===== src/rtl/lru_multiset.sv =====
// lru_multiset: per-set way-valid bits plus a pairwise age matrix for
// NUM_SETS independent sets. Chooses the replacement way on STORE and
// returns it one cycle later as a registered one-hot and binary index.
// Optional way locking is compiled in with `define LRU_WAY_LOCK_EN.
module lru_multiset #(
    parameter int NUM_WAYS = 4,
    parameter int NUM_SETS = 8,
    localparam int WAY_W = $clog2(NUM_WAYS),
    localparam int SET_W = (NUM_SETS > 1) ? $clog2(NUM_SETS) : 1
) (
    input  logic                clk,
    input  logic                reset_n,
    input  logic                ls_valid_i,
    input  logic [1:0]          ls_op_i,
    input  logic [SET_W-1:0]    ls_set_i,
    input  logic [WAY_W-1:0]    ls_way_i,
    output logic                lru_valid_o,
    output logic [NUM_WAYS-1:0] lru_way_o,
    output logic [WAY_W-1:0]    lru_way_idx_o,
    output logic                lru_evict_o
);

    localparam logic [1:0] OP_NOP   = 2'b00;
    localparam logic [1:0] OP_LOAD  = 2'b01;
    localparam logic [1:0] OP_STORE = 2'b10;
    localparam logic [1:0] OP_INV   = 2'b11;

    // Only entries [i][j] with i > j are meaningful; 1 = way i more recent than way j.
    typedef logic [NUM_WAYS-1:0][NUM_WAYS-1:0] age_t;

    logic [NUM_WAYS-1:0] valid_q [NUM_SETS];
    age_t                age_q   [NUM_SETS];

    logic [SET_W-1:0]    set_idx;
    logic [NUM_WAYS-1:0] cur_valid, cur_lock, cand, oldest, pick;
    age_t                cur_age;
    logic                have_inv, sel_found;
    logic [WAY_W-1:0]    sel_idx;

    logic                wr_en;
    logic [NUM_WAYS-1:0] valid_row_d;
    age_t                age_row_d;
    logic                touch_en;
    logic [WAY_W-1:0]    touch_way;

    logic                lru_valid_q, lru_valid_d;
    logic [NUM_WAYS-1:0] lru_way_q, lru_way_d;
    logic [WAY_W-1:0]    lru_idx_q, lru_idx_d;
    logic                lru_evict_q, lru_evict_d;

    // Out-of-range set indices simply wrap onto the implemented sets.
    assign set_idx = ls_set_i & SET_W'(NUM_SETS - 1);

`ifdef LRU_WAY_LOCK_EN
    logic [NUM_WAYS-1:0] lock_q [NUM_SETS];
    logic [NUM_WAYS-1:0] lock_row_d;
    assign cur_lock = lock_q[set_idx];
`else
    assign cur_lock = '0;
`endif

    // Victim choice: lowest invalid unlocked way, else the oldest unlocked way.
    always_comb begin
        cur_valid = valid_q[set_idx];
        cur_age   = age_q[set_idx];
        cand      = ~cur_valid & ~cur_lock;
        have_inv  = |cand;
        oldest    = '0;
        for (int w = 0; w < NUM_WAYS; w++) begin
            oldest[w] = ~cur_lock[w];
            for (int j = 0; j < NUM_WAYS; j++) begin
                if (j != w && !cur_lock[j]) begin
                    if (w > j) begin
                        if (cur_age[w][j]) oldest[w] = 1'b0;
                    end else if (!cur_age[j][w]) begin
                        oldest[w] = 1'b0;
                    end
                end
            end
        end
        pick      = have_inv ? cand : oldest;
        sel_found = |pick;
        sel_idx   = '0;
        for (int w = NUM_WAYS - 1; w >= 0; w--) begin
            if (pick[w]) sel_idx = WAY_W'(w);
        end
    end

    // Request decode: next row contents for the addressed set and next outputs.
    always_comb begin
        wr_en       = 1'b0;
        valid_row_d = cur_valid;
        age_row_d   = cur_age;
        touch_en    = 1'b0;
        touch_way   = ls_way_i;
        lru_valid_d = 1'b0;
        lru_way_d   = lru_way_q;
        lru_idx_d   = lru_idx_q;
        lru_evict_d = lru_evict_q;
`ifdef LRU_WAY_LOCK_EN
        lock_row_d  = cur_lock;
`endif
        if (ls_valid_i) begin
            case (ls_op_i)
                OP_LOAD: begin
                    wr_en    = 1'b1;
                    touch_en = 1'b1;
                end
                OP_STORE: begin
                    lru_valid_d = 1'b1;
                    if (sel_found) begin
                        wr_en                = 1'b1;
                        touch_en             = 1'b1;
                        touch_way            = sel_idx;
                        valid_row_d[sel_idx] = 1'b1;
                        lru_way_d            = NUM_WAYS'(1) << sel_idx;
                        lru_idx_d            = sel_idx;
                        lru_evict_d          = ~have_inv;
                    end else begin
                        lru_way_d   = '0;
                        lru_idx_d   = '0;
                        lru_evict_d = 1'b0;
                    end
                end
                OP_INV: begin
                    wr_en                 = 1'b1;
                    valid_row_d[ls_way_i] = 1'b0;
`ifdef LRU_WAY_LOCK_EN
                    lock_row_d[ls_way_i]  = 1'b0;
`endif
                end
                default: begin
`ifdef LRU_WAY_LOCK_EN
                    wr_en                = 1'b1;
                    lock_row_d[ls_way_i] = 1'b1;
`endif
                end
            endcase
        end
        // Touch as MRU: row of the way set, its column cleared.
        if (touch_en) begin
            for (int i = 1; i < NUM_WAYS; i++) begin
                for (int j = 0; j < i; j++) begin
                    if (WAY_W'(i) == touch_way)      age_row_d[i][j] = 1'b1;
                    else if (WAY_W'(j) == touch_way) age_row_d[i][j] = 1'b0;
                end
            end
        end
    end

    for (genvar gi = 0; gi < NUM_SETS; gi++) begin : g_set
        // Per-set state register, written only when its set is addressed.
        always_ff @(posedge clk or negedge reset_n) begin
            if (!reset_n) begin
                valid_q[gi] <= '0;
                age_q[gi]   <= '0;
`ifdef LRU_WAY_LOCK_EN
                lock_q[gi]  <= '0;
`endif
            end else if (wr_en && (set_idx == SET_W'(gi))) begin
                valid_q[gi] <= valid_row_d;
                age_q[gi]   <= age_row_d;
`ifdef LRU_WAY_LOCK_EN
                lock_q[gi]  <= lock_row_d;
`endif
            end
        end
    end

    // Registered STORE response.
    always_ff @(posedge clk or negedge reset_n) begin
        if (!reset_n) begin
            lru_valid_q <= 1'b0;
            lru_way_q   <= '0;
            lru_idx_q   <= '0;
            lru_evict_q <= 1'b0;
        end else begin
            lru_valid_q <= lru_valid_d;
            lru_way_q   <= lru_way_d;
            lru_idx_q   <= lru_idx_d;
            lru_evict_q <= lru_evict_d;
        end
    end

    assign lru_valid_o   = lru_valid_q;
    assign lru_way_o     = lru_way_q;
    assign lru_way_idx_o = lru_idx_q;
    assign lru_evict_o   = lru_evict_q;

endmodule

===== config.mk =====
export PLATFORM = sky130hd
export DESIGN_NAME = lru_multiset
export DESIGN_NICKNAME = d
export VERILOG_FILES = /design/src/rtl/lru_multiset.sv
export SDC_FILE = /design/constraint.sdc
export NUM_CORES = 1
export LEC_CHECK = 0
export ABC_CLOCK_PERIOD_IN_PS = 3350
export CAP_MARGIN = 5
export CELL_PAD_IN_SITES_DETAIL_PLACEMENT = 1
export CELL_PAD_IN_SITES_GLOBAL_PLACEMENT = 1
export CORE_ASPECT_RATIO = 2
export CORE_MARGIN = 3
export CORE_UTILIZATION = 49
export CTS_CLUSTER_SIZE = 8
export DETAILED_ROUTE_END_ITERATION = 8
export GPL_TIMING_DRIVEN = 0
export PLACE_DENSITY_LB_ADDON = 0.1
export SLEW_MARGIN = 40
export SYNTH_ARGS = -nofsm -noshare
export SYNTH_HDL_FRONTEND = slang
export SYNTH_SLANG_ARGS = --single-unit

===== constraint.sdc =====
create_clock -name clk -period 3.35 [get_ports clk]
set_input_delay 0.335 -clock clk [delete_from_list [all_inputs] [get_ports clk]]
set_output_delay 0.335 -clock clk [all_outputs]
set_load 0.005 [all_outputs]

==> impl_metrics.env <==
export IMPL_synth_edf_count=0
export IMPL_cts_sinks=88
export IMPL_tightestPinTransition_ns=0.629
export IMPL_max_clock_path_buffers=2
export IMPL_final_seq_area_um2=2200
export IMPL_cp_start_kind="input port"
export IMPL_synth_ff_latch_count=88
export IMPL_fmaxAchievable_mhz=315
export IMPL_post_drt_wl_per_cell_um=24.4
export IMPL_area_leader_netlist="dfrtp_1"
export IMPL_cts_repair_resized=0
export IMPL_syn_area_um2=4730
export IMPL_detailedPlacementHpwl_mm=10.6
export IMPL_grt_max_degree=48
export IMPL_synth_yosys_warnings=0
export IMPL_globalplace_congestion=0.880
export IMPL_crit_required_ns=3.55
export IMPL_most_used_standard_cell_by_instance_count_after_synthesis="dfrtp_1"
export IMPL_finalHoldViolCount=0
export IMPL_synth_avg_cell_area_um2=10.6
export IMPL_max_stage_delay_ns=0.54
export IMPL_antenna_violations_before_repair=0
export IMPL_cts_inserted_buffers=9
export IMPL_hold_slack_ns=0.479
export IMPL_chipWidth_um=75.5
export IMPL_ios=18
export IMPL_critical_path_slowest_cell="nor2b_1"
export IMPL_core_um2=9380
export IMPL_route_detailed_drc=0
export IMPL_setup_viol_count_final=0
export IMPL_final_layout_size_suffix_gt1_frac=0.216
export IMPL_multi_input_comb_area_um2=2330
export IMPL_crit_fanout=10
export IMPL_worstPathCellList="buf_2 > nor2b_1 > a22oi_1 > and2_1 > o31a_1 > a221oi_2 > o311a_4 > a21oi_4 > nor2_1 > o31ai_1"
export IMPL_async_flop_share=1.00
export IMPL_postPlaceCellArea_um2=5030
export IMPL_die_area_um2=10900
export IMPL_timing_critical_path_arrival_ns=3.37
export IMPL_sequential_to_total_area_share_from_yosys_stat=0.465
export IMPL_clock_network_latency_to_the_later_pin_of_the_worst_skew_pair_ns=0.34
export IMPL_power_per_cell_area_nw_per_um2=617
export IMPL_design_area_um2=5330
export IMPL_synthToLayoutAreaGrowth_pct=12.5
export IMPL_global_route_wire_length_before_repair_mm=22.4
export IMPL_status="finished, final reports clean"
export IMPL_timing_critical_path_max_delay_family="compound AO/OA/AOI/OAI gates"
export IMPL_final_period_utilization=0.948
export IMPL_rsz_0062_raised_after_global_routing="false"
export IMPL_ant_nets=0
export IMPL_antennaDiodeCount=0
export IMPL_clk_transition_reported_paths_ns=0.07
export IMPL_top_post_synthesis_cells_by_count="dfrtp_1 (88), nand2_1 (80), o21ai_0 (27)"
export IMPL_ws_path_type="input port to flop"
export IMPL_crit_path_end_kind="flop"
export IMPL_start_util=0.504
export IMPL_detail_route_iter0_violations=119
export IMPL_filler_cell_count=1006
export IMPL_routed_via_density=6.34
export IMPL_cap_viol_max_count=0
export IMPL_grt_overflow_total=0
export IMPL_ys_top_cells_by_area="dfrtp_1 (47%), nand2_1 (6.3%), mux2i_1 (4.0%)"
export IMPL_finalMaxSlewViolations=0
export IMPL_clockRootBuffer="clkbuf_16"
export IMPL_netlist_instances=446
export IMPL_synth_top_area_share=0.465
export IMPL_syn_num_nets=460
export IMPL_final_net_count=487
export IMPL_headroom_to_the_max_slew_limit=0.579
export IMPL_clock_skew_final_ns=0.0109
export IMPL_number_of_global_route_vias_before_repair=4091
export IMPL_timing_critical_path_buf_inv=1
export IMPL_synth_cell_types=77
export IMPL_setup_total_negative_slack_ns=0
export IMPL_placement_rows=50
export IMPL_cts_post_setup_buffers_inserted=0
export IMPL_min_delay_path_class="input port to asynchronous set/reset pin"
export IMPL_fp_dieH_um=145
export IMPL_route_vias_total=3675
export IMPL_routed_wirelength_mm=14.1
export IMPL_power_static_leakage_nw=2.28
export IMPL_dominantRegCellSynth="dfrtp_1"
export IMPL_drtPass1Iterations=4
export IMPL_global_route_usage_total=0.279
export IMPL_tritoncts_clock_tree="done"
export IMPL_min_period_ns=3.18
export IMPL_port_buffers=14
export IMPL_number_of_h_tree_levels=3
export IMPL_ir_worst_vdd_mv=0.362
-- registers in the layout, summed over array words and instances (netlist names) --
| register | count |
|---|---|
| lru_way_o | 4 |
| lru_way_idx_o | 2 |
| valid_q | 32 |
| lru_evict_o | 1 |
| lru_valid_o | 1 |
| age_q | 48 |
-- final timing paths --
check                      slack (ns)         from      endpoint  cells past startpoint
min in group clk                 0.48    age_q[20]     age_q[20]                      2
setup reg to reg                 0.28    age_q[94]   valid_q[23]                      9
hold reg to reg                  0.48    age_q[20]     age_q[20]                      2
setup / recovery                 0.17  ls_set_i[2]     age_q[73]                     10
max in group asynchronous        2.29      reset_n     age_q[52]                      3
hold / removal                   0.48      reset_n  lru_way_o[2]                      2
-- worst register-to-register path, stage by stage, from the launching register on --
cell and delay [ns]:
dfrtp_1 0.39, mux2_1 0.35, o22ai_2 0.22, a211oi_4 0.11
and3b_4 0.23, nor4_2 0.42, a21oi_2 0.21, o211ai_2 0.51
buf_2 0.36, o21ai_0 0.14
-- layout by cell type, fill, tap and decap left out, types with 8 or more instances in the layout --
| master | netlist | routed |
|---|---|---|
| o21ai_0 | 27 | 27 |
| nand2_1 | 80 | 80 |
| a31oi_1 | 10 | 10 |
| a21oi_1 | 16 | 16 |
| mux2i_1 | 19 | 19 |
| buf_2 | 8 | 8 |
| o21ai_1 | 19 | 19 |
| clkdlybuf4s50_1 | 0 | 13 |
| mux2_2 | 8 | 8 |
| o21ai_2 | 17 | 17 |
| dfrtp_1 | 88 | 88 |
| clkbuf_16 | 0 | 9 |
| nor2_1 | 25 | 25 |
| o31ai_1 | 8 | 8 |
-- layer usage --
metal	wire length [um]	GRT usage	vias up
met5	0	0	-
met4	810	0.153	0
met3	346	0.0381	45
met2	7640	0.482	79
met1	5340	0.312	1875
li1	-	-	1676
-- stage by stage --
stage               setup WS [ns]   util  cells  total power, mW
global route               0.0161  0.567    580             3.46
finish                      0.173  0.567    580             3.28
floorplan                   0.588      -    446             2.00
CTS                         0.220  0.567    580             3.29
detailed placement         -0.127  0.536    565             2.29
global placement            -1.14  0.533    564             2.23
-- area by class of cell --
class,count,area share
Buffer,21,0.0324
Clock buffer,9,0.0423
Clock inverter,5,0.0108
Inverter,8,0.00564
Multi-Input combinational cell,329,0.437
Sequential cell,88,0.414
Tap cell,104,0.0244
Timing Repair Buffer,16,0.0336
-- report_power, final --
| group | internal [mW] | switching, mW |
|---|---|---|
| sequential | 1.31 | 0.138 |
| clock | 0.571 | 0.423 |
| combinational | 0.342 | 0.496 |
| total | 2.23 | 1.06 |
-- kinds of logic (layout without fill, tap and decap cells) --
| family | count (synthesis) | count (layout) | share of synthesized area |
|---|---|---|---|
| muxes | 37 | 37 | 0.0962 |
| and+or+nand+nor | 133 | 133 | 0.130 |
| DFF | 88 | 88 | 0.465 |
| adders and majority gates | 4 | 4 | 0.0106 |
| buffers and inverters | 29 | 59 | 0.0428 |
| AOI/OAI and AO/OA | 155 | 155 | 0.256 |
-- repair_timing --
action                                  in CTS  in global routing
hold buffers                                 1                  0
endpoints found under the setup margin       0                  0
hold endpoints to repair                    41                  0
No activity file was read; power rests on OpenSTA's default activity.
